[config.mk]
export PLATFORM = sky130hd
export DESIGN_NAME = rr_arbiter_n_flat
export DESIGN_NICKNAME = d
export VERILOG_FILES = /design/src/rtl/rr_arbiter_n_if.sv /design/src/rtl/rr_arbiter_n.sv /design/src/flat_wrapper.sv
export SDC_FILE = /design/constraint.sdc
export NUM_CORES = 1
export LEC_CHECK = 0
export CAP_MARGIN = 20
export CORE_AREA = 4 4 41 43
export CTS_BUF_LIST = sky130_fd_sc_hd__clkbuf_8
export CTS_CLUSTER_SIZE = 8
export DETAILED_ROUTE_END_ITERATION = 10
export DIE_AREA = 0 0 45 47
export DONT_BUFFER_PORTS = 1
export PLACE_DENSITY = 0.55
export SYNTH_ARGS = -nofsm -noshare
export SYNTH_HDL_FRONTEND = slang
export SYNTH_SLANG_ARGS = --single-unit
export TNS_END_PERCENT = 20
[constraint.sdc]
create_clock -name clk -period 2.3 [get_ports clk]
set_input_delay 0.46 -clock clk [delete_from_list [all_inputs] [get_ports clk]]
set_output_delay 0.46 -clock clk [all_outputs]
set_load 0.02 [all_outputs]
[src/rtl/rr_arbiter_n_if.sv]
// Request/grant bundle between the competing virtual channels and one
// output-port round-robin arbiter.
interface rr_arbiter_n_if #(
    parameter int N = 4
);
    localparam int IDX_W = (N > 1) ? $clog2(N) : 1;

    logic [N-1:0]     req;
    logic [N-1:0]     tail;
    logic [N-1:0]     gnt;
    logic [IDX_W-1:0] gnt_idx;
    logic             gnt_any;

    // The requesters drive req/tail; the arbiter drives the grant side.
    modport master (
        output req,
        output tail,
        input  gnt,
        input  gnt_idx,
        input  gnt_any
    );

    modport slave (
        input  req,
        input  tail,
        output gnt,
        output gnt_idx,
        output gnt_any
    );
endinterface

[src/rtl/rr_arbiter_n.sv]
// N-requester round-robin arbiter with registered one-hot grant, encoded
// grant index and optional packet lock released by tail or by dropping req.
module rr_arbiter_n #(
    parameter int N       = 4,
    parameter bit LOCK_EN = 1'b1
) (
    input  logic          clk,
    input  logic          reset,
    rr_arbiter_n_if.slave arb
);
    localparam int IDX_W = (N > 1) ? $clog2(N) : 1;

    logic [N-1:0]     gnt_q;
    logic [IDX_W-1:0] idx_q;
    logic [IDX_W-1:0] ptr_q;

    logic [N-1:0]     gnt_d;
    logic [IDX_W-1:0] idx_d;
    logic [IDX_W-1:0] ptr_d;

    logic             locked;
    logic             found;
    logic [IDX_W-1:0] win;
    logic [IDX_W-1:0] cand_idx;
    int               cand;

    // Holder keeps the grant while it still requests and has not shown its tail.
    assign locked = LOCK_EN && (gnt_q != '0) && arb.req[idx_q] && !arb.tail[idx_q];

    // Circular scan starting at ptr; the wrap is explicit so N need not be a power of two.
    always_comb begin
        found    = 1'b0;
        win      = '0;
        cand     = 0;
        cand_idx = '0;
        for (int i = 0; i < N; i++) begin
            cand = int'(ptr_q) + i;
            if (cand >= N) begin
                cand = cand - N;
            end
            cand_idx = IDX_W'(cand);
            if (!found && arb.req[cand_idx]) begin
                found = 1'b1;
                win   = cand_idx;
            end
        end
    end

    always_comb begin
        gnt_d = gnt_q;
        idx_d = idx_q;
        ptr_d = ptr_q;
        if (locked) begin
            gnt_d = gnt_q;
        end else if (found) begin
            gnt_d      = '0;
            gnt_d[win] = 1'b1;
            idx_d      = win;
            if (int'(win) == N - 1) begin
                ptr_d = '0;
            end else begin
                ptr_d = win + IDX_W'(1);
            end
        end else begin
            gnt_d = '0;
        end
    end

    always_ff @(posedge clk or negedge reset) begin
        if (!reset) begin
            gnt_q <= '0;
            idx_q <= '0;
            ptr_q <= '0;
        end else begin
            gnt_q <= gnt_d;
            idx_q <= idx_d;
            ptr_q <= ptr_d;
        end
    end

    assign arb.gnt     = gnt_q;
    assign arb.gnt_idx = idx_q;
    assign arb.gnt_any = |gnt_q;
endmodule

[src/flat_wrapper.sv]
// flat-port wrapper written by rule: the top's interface ports become plain ports
module rr_arbiter_n_flat 
#(
    parameter int N       = 4,
    parameter bit LOCK_EN = 1'b1
)
  (clk, reset, arb_req, arb_tail, arb_gnt, arb_gnt_idx, arb_gnt_any);
  rr_arbiter_n_if #(.N(N)) arb_i ();
  input  logic clk;
  input  logic reset;
  input wire logic [$bits(arb_i.req)-1:0] arb_req;
  input wire logic [$bits(arb_i.tail)-1:0] arb_tail;
  output wire logic [$bits(arb_i.gnt)-1:0] arb_gnt;
  output wire logic [$bits(arb_i.gnt_idx)-1:0] arb_gnt_idx;
  output wire logic [$bits(arb_i.gnt_any)-1:0] arb_gnt_any;
  assign arb_i.req = arb_req;
  assign arb_i.tail = arb_tail;
  assign arb_gnt = arb_i.gnt;
  assign arb_gnt_idx = arb_i.gnt_idx;
  assign arb_gnt_any = arb_i.gnt_any;
  rr_arbiter_n #(.N(N), .LOCK_EN(LOCK_EN)) u_core (.clk(clk), .reset(reset), .arb(arb_i));
endmodule
==> key figures, run 1 <==
Floorplan
  – Die span in y: 47 um
  – Starting Density: 40.77%
  – Die W: 45 um
  – Core area: 1301 um^2
  – Row count: 13
  – Die footprint: 2115 um^2
  – I/O pins: 17

Setup path
  – CP required: 2.41 ns
  – CP max-delay cell: or4_1
  – Top delay family on crit path: simple AND/OR/NAND/NOR gates
  – CP Capture Type: flip-flop
  – Critical path type: flip-flop to flip-flop
  – CP peak stage delay: 0.73 ns
  – R2r startpoint: u_core.arb.gnt[1]
  – FF-to-FF setup slack: 0.32 ns
  – Worst path depth: 3
  – Buffers and inverters on the worst path: 0
  – Worst-path cell chain: or4_1 -> a21oi_4 -> mux2_4
  – Critical-path maximum fanout: 8
  – R2r endpoint: u_core.arb.gnt_idx[0]
  – Startpoint class of the critical path: flip-flop
  – Worst Reg-to-Reg Cells: 3
  – WP data arrival: 2.09 ns

Yosys
  – Post-synth cell types: 21
  – Post-synth EDFFs: 0
  – Synth area leader: dfrtp_1
  – Synth Instances: 47
  – Mapped Nets: 61
  – Largest cells by area after synthesis: dfrtp_1 (38%), ha_1 (9.4%), a22o_2 (7.5%)
  – Ys Warns: 0
  – Post-synth ARST share: 100.0%
  – Syn avg cell area: 11.29 um^2
  – Dominant synthesized flop cell: dfrtp_1
  – Register area share after synthesis: 37.74%
  – Area share of the largest cell type after synthesis: 37.74%
  – #FFs+latches synth: 8
  – Synthesized area: 530.5 um^2

Min path
  – Worst min path class: flip-flop to flip-flop
  – Hold depth: 1
  – Worst Hold Launch: u_core.ptr_q[0]
  – Worst min-delay path endpoint: u_core.ptr_q[0]

Timing
  – Final Max Slew Viols: 0
  – Final Hold Vio Count: 0
  – Period utilization: 86.13%
  – Setup-failing EPs final: 0
  – FMAX: 504.8 MHz
  – Fin Setup TNS: 0 ns
  – Unrepaired setup endpoints after global routing: false
  – Slew HR: 62.90%
  – Slew @ Worst Pin: 0.5507 ns
  – Clock Skew: 0.003367 ns
  – Final min period: 1.981 ns

Cells and area
  – Most frequent cells in the layout: dfrtp_1 (8), nor2b_1 (5), inv_1 (5), a22o_2 (4), ha_1 (4)
  – Layout cells sized above 1: 28.30%
  – Fillers: 128
  – Final nets: 69
  – Core Util, Final: 47.31%
  – Layout area overhead: 16.04%
  – Commonest non-fill, non-tap cell in the layout: dfrtp_1
  – ANT cells: 0
  – Final Cell Area: 615.6 um^2

Routing
  – DR WL/cell: 17.31 um
  – DRT Wirelength: 1177 um
  – Vias per cell: 5.588
  – 1st-iter DRT viols: 1
  – Drt first pass iters: 2
  – # DRC: 0
  – Via count: 380
  – ANT nets after route: 0

Global routing
  – Vias in the first global route: 402
  – Met3 Use GR: 3.448%
  – Grt met2 use: 20.90%
  – Overflow after GRT: 0
  – Grt met1 use: 12.56%
  – Largest net degree at the start of global routing: 9
  – First-pass GRT wire length: 1759 um
  – All-Layer GR Usage: 11.70%
  – Top Usage Layer GRT: met2
  – Initial antenna violation count: 0

Clocking
  – H-tree levels: 1
  – CTS tree: yes
  – Inserted Clock Buffers: 3
  – Root Buffer Master: clkbuf_8
  – Later-pin clock latency in the skew report: 0.23 ns
  – CTS max path bufs: 2
  – Clock sink total: 8
  – CTS clock-pin slew for the worst setup and hold paths: 0.05 ns

Pwr
  – Pwr/cell area: 1444 nW/um^2
  – Maximum vdd ir drop: 528.2 uV
  – Clock share of power: 19.4%
  – Logic pwr share: 45.5%
  – Int Pwr: 0.0005220 W
  – Psw: 0.0003671 W
  – Sequential power share: 35.0%
  – Switching part of the total power: 41.29%
  – Leakage: 0.2973 nW

Place
  – DP HPWL: 911.5 um
  – Area after DPL: 564.3 um^2
  – Port Buffers: 0
  – GP Congestion: 0.8119

Outcome
  – Status: completed

Job
  – Max-cap violation count: 0
## worst max-delay path by stage
stage                            from               endpoint  slack (ns)
floorplan           u_core.arb.gnt[1]  u_core.arb.gnt_idx[0]        0.41
global placement           arb_req[1]        u_core.ptr_q[0]        0.31
detailed placement         arb_req[1]        u_core.ptr_q[0]        0.27
CTS                 u_core.arb.gnt[1]  u_core.arb.gnt_idx[0]        0.30
global route          u_core.ptr_q[0]        u_core.ptr_q[0]        0.21
finish              u_core.arb.gnt[1]  u_core.arb.gnt_idx[0]        0.32
## routing by layer
metal  part of all wire, %  vias to the layer above
li1                      -                      184
met1                    41                      184
met2                    51                       10
met3                   6.7                        2
met4                   1.6                        0
met5                     0                        -
## metrics by stage
| step | worst slack [ns] | hold slack, ns | instances | power, W |
|---|---|---|---|---|
| after floorplan | 0.4128 | 0.1644 | 47 | 0.0006219 |
| after global placement | 0.3081 | 0.1646 | 64 | 0.0006870 |
| after detailed placement | 0.2690 | 0.1646 | 64 | 0.0007076 |
| after CTS | 0.3031 | 0.5805 | 68 | 0.0008899 |
| after global routing | 0.2068 | 0.6091 | 68 | 0.0009411 |
| final | 0.3189 | 0.5826 | 68 | 0.0008891 |
## layout make-up
| type | instances | area [um^2] | share of cell area [%] |
|---|---|---|---|
| Multi-Input combinational cell | 34 | 311.5 | 50.61 |
| Timing Repair Buffer | 3 | 25.02 | 4.065 |
| Tap cell | 15 | 18.77 | 3.049 |
| Sequential cell | 8 | 200.2 | 32.52 |
| Inverter | 5 | 18.77 | 3.049 |
| Clock buffer | 3 | 41.29 | 6.707 |
## synthesized netlist by cell type (all sizes together) (2+ instances only)
cell type,instances
a21oi,2
dfrtp,8
nor4,2
mux2,2
mux2i,2
a22o,4
nor2b,5
o21ai,2
inv,5
nand2b,2
ha,4
## power by group through the flow
| stage | Sequential (W) | Combinational, W | Clock (W) |
|---|---|---|---|
| after global placement | 0.000307 | 0.000380 | 0 |
| after detailed placement | 0.000314 | 0.000393 | 0 |
| after global routing | 0.000321 | 0.000439 | 0.000181 |
| after CTS | 0.000312 | 0.000406 | 0.000171 |
| after floorplan | 0.000308 | 0.000314 | 0 |
| final | 0.000312 | 0.000405 | 0.000173 |
## worst reg2reg max path: cells and delay by family, from the launching register on
kind               cells  cell delay [ns]
muxes                  1             0.33
DFF                    1             0.46
AOI/OAI and AO/OA      1             0.34
and+or+nand+nor        1             0.73
## flip-flops by register name, summed over array words and instances (netlist names)
register / cells
u_core.arb.gnt_idx: 2
u_core.ptr_q: 2
u_core.arb.gnt: 4
## what timing repair did
item | 4_1_cts | 5_1_grt
setup buffers | 0 | 0
gates resized for setup | 0 | 0
endpoints found under the hold margin | 8 | 0
hold buffers | 1 | 0
## logic make-up after synthesis
kind of cell             synth area share [%]
AO/OA/AOI/OAI                           19.58
adder cells (fa/ha/maj)                 9.434
buffers and inverters                   3.538
flip-flops                              37.74
multiplexers                            13.68
AND/OR/NAND/NOR                         16.04
No activity file was read; power rests on OpenSTA's default activity.
==> run 2: changes to the inputs <==
--- a/config.mk
+++ b/config.mk
@@ -5,14 +5,16 @@
 export SDC_FILE = /design/constraint.sdc
 export NUM_CORES = 1
 export LEC_CHECK = 0
+export ABC_AREA = 1
 export CAP_MARGIN = 20
-export CORE_AREA = 4 4 41 43
+export CORE_ASPECT_RATIO = 1.2
+export CORE_MARGIN = 4
+export CORE_UTILIZATION = 41
 export CTS_BUF_LIST = sky130_fd_sc_hd__clkbuf_8
 export CTS_CLUSTER_SIZE = 8
 export DETAILED_ROUTE_END_ITERATION = 10
-export DIE_AREA = 0 0 45 47
 export DONT_BUFFER_PORTS = 1
-export PLACE_DENSITY = 0.55
+export PLACE_DENSITY = 0.56
 export SYNTH_ARGS = -nofsm -noshare
 export SYNTH_HDL_FRONTEND = slang
 export SYNTH_SLANG_ARGS = --single-unit
==> run 2 against run 1 <==
Against the previous run:
- synthesized cell count grew 120%
- first-iteration DRC count grew to 20 times the previous value
- final cell count is 85% higher
- design area is 23% higher
- global-route usage is 4.9 points higher
- sequential cell count stayed put
- count of clock-buffer cells in the layout unchanged
- core utilization is 0.78 points lower
- critical path type unchanged
==> key figures, run 2 <==
Outcome
  – Status: completed

Routing
  – Via count: 664
  – Met3 routed WL: 106 um
  – Drt first pass iters: 4
  – Vias per cell: 5.270
  – # DRC: 0
  – ANT nets after route: 0
  – DRT Wirelength: 1685 um
  – DR WL/cell: 13.37 um
  – 1st-iter DRT viols: 20
  – M1 WL: 698 um
  – Met2 routed WL: 854 um
  – Highest metal used: met4

Floorplan
  – I/O pins: 17
  – Row count: 16
  – Core area: 1622 um^2
  – Die W: 45.50 um
  – Die span in y: 53 um
  – Die footprint: 2412 um^2
  – Starting Density: 42.67%

Timing
  – Period utilization: 87.20%
  – Unrepaired setup endpoints after global routing: false
  – Setup-failing EPs final: 0
  – Fin Setup TNS: 0 ns
  – Clock Skew: 0.006032 ns
  – Final Max Slew Viols: 0
  – Final Hold Vio Count: 0
  – Final min period: 2.006 ns
  – Slew HR: 74.37%
  – FMAX: 498.6 MHz
  – Final setup margin: 0.2943 ns
  – Slew @ Worst Pin: 0.3845 ns

Cells and area
  – Final nets: 124
  – Cell Count, Final, Fillers Out: 126
  – Layout cells sized above 1: 17.59%
  – Most frequent cells in the layout: nand2_1 (40), inv_1 (13), nand3_1 (8), dfrtp_1 (8)
  – Fillers: 166
  – Max FFs per register: 4
  – Commonest non-fill, non-tap cell in the layout: nand2_1
  – Reg area: 200.2 um^2
  – Layout area overhead: 9.042%
  – Combined area of the multi-input logic cells: 410.4 um^2
  – ANT cells: 0

Yosys
  – Syn avg cell area: 6.590 um^2
  – Xor/xnor share of the synthesized area: 0%
  – Largest family of logic cells by synthesized area: simple AND/OR/NAND/NOR gates
  – Dominant synthesized flop cell: dfrtp_1
  – Synthesized area: 691.9 um^2
  – Ys Warns: 0
  – Adder-cell area share of the yosys netlist: 7.233%
  – Area share of the largest cell type after synthesis: 28.93%
  – Post-Synth Simple-Gate Area: 42.31%
  – Post-synth cell types: 17
  – #FFs+latches synth: 8
  – Most numerous cell in the Yosys netlist: nand2_1
  – Register area share after synthesis: 28.93%
  – Mux cell area share after synthesis: 0%
  – Synth Area in Compound Gates: 9.765%
  – Post-synth ARST share: 100.0%
  – Synth Instances: 105
  – Mapped Nets: 119
  – Synth area leader: dfrtp_1
  – Post-synth EDFFs: 0
  – Synth cell count leaders: nand2_1 (40), inv_1 (13), dfrtp_1 (8), nand3_1 (8)
  – Largest cells by area after synthesis: dfrtp_1 (29%), nand2_1 (22%), ha_1 (7.2%)

Job
  – Max-cap violation count: 0

Setup path
  – CP Capture Type: flip-flop
  – WP data arrival: 2.17 ns
  – Critical-path maximum fanout: 11
  – Worst Reg-to-Reg Cells: 11
  – CP required: 2.46 ns
  – Startpoint class of the critical path: flip-flop
  – Critical path type: flip-flop to flip-flop
  – FF-to-FF setup slack: 0.29 ns

Place
  – GP Congestion: 0.8729
  – DP HPWL: 1296 um
  – Worst slack at placement: 0.3250 ns
  – Placed Cells: 122
  – Port Buffers: 0

Global routing
  – Overflow after GRT: 0
  – Largest net degree at the start of global routing: 12
  – Vias in the first global route: 676
  – First-pass GRT wire length: 2863 um
  – All-Layer GR Usage: 16.63%
  – Initial antenna violation count: 0

Clocking
  – Later-pin clock latency in the skew report: 0.24 ns
  – Inserted Clock Buffers: 3
  – Post-CTS Setup Repair Bufs: 0
  – Root Buffer Master: clkbuf_8
  – H-tree levels: 1
  – CTS clock-pin slew for the worst setup and hold paths: 0.04 ns
  – Clock sink total: 8
  – CTS tree: yes
  – CTS max path bufs: 2

Min path
  – Worst min path class: input port to asynchronous set/reset pin
[run 2: cell count changes after synthesis, sizes merged, moves of 4 or more]
cell   change
a22o       -4
inv       +13
nand3     +11
nand2     +47
nor2b      -5
o21ai      +9
[run 2: cells by family (layout without fill, tap and decap cells)]
logic type | count (synthesis) | after routing
AOI/OAI and AO/OA | 13 | 13
adders and majority gates | 4 | 4
buffers and inverters | 19 | 22
and+or+nand+nor | 61 | 61
DFF | 8 | 8
[run 2: per-stage QoR]
stage	hold WS, ns	utilization, %	instance area (um^2)
global route	0.5952	46.53	754.5
floorplan	0.1644	-	691.9
CTS	0.5803	46.53	754.5
detailed placement	0.1646	43.36	703.2
finish	0.5699	46.53	754.5
global placement	0.1646	43.36	703.2
[run 2: path summary, 6_finish.rpt]
kind                                endpoint             from
max in group asynchronous    u_core.ptr_q[0]            reset
min in group clk             u_core.ptr_q[1]  u_core.ptr_q[1]
setup / recovery             u_core.ptr_q[1]  u_core.ptr_q[0]
hold reg to reg              u_core.ptr_q[1]  u_core.ptr_q[1]
hold / removal             u_core.arb.gnt[0]            reset
setup reg to reg             u_core.ptr_q[1]  u_core.ptr_q[0]
[run 2: critical path, stage by stage (launching register included)]
cell     delay (ns)
dfrtp_1        0.56
inv_2          0.15
nand2_1        0.10
nand2_1        0.09
nand2_1        0.09
nand2_2        0.07
nor2_4         0.10
nand4_1        0.08
nand3_1        0.17
inv_1          0.09
ha_1           0.30
o21ai_1        0.13
[run 2: routing by layer]
layer	track usage, %	vias up
li1	-	336
met4	8.780	0
met1	20.00	300
met3	3.401	4
met5	0	-
met2	26.98	24
[run 2: cell type report]
cell class,count,share of cell area [%]
flip-flops and latches,8,26.53
inverters,18,9.287
multi-input cells,78,54.39
well taps,18,2.985
repair buffers,1,1.327
clock buffers,3,5.473
[run 2: repair_timing]
item	CTS	global route
hold buffers	1	0
resized for setup	0	0
endpoints found under the hold margin	8	0
Power of run 2 is not shown: default switching activity piles up to over one toggle a cycle in this logic, so the estimate is an artifact.
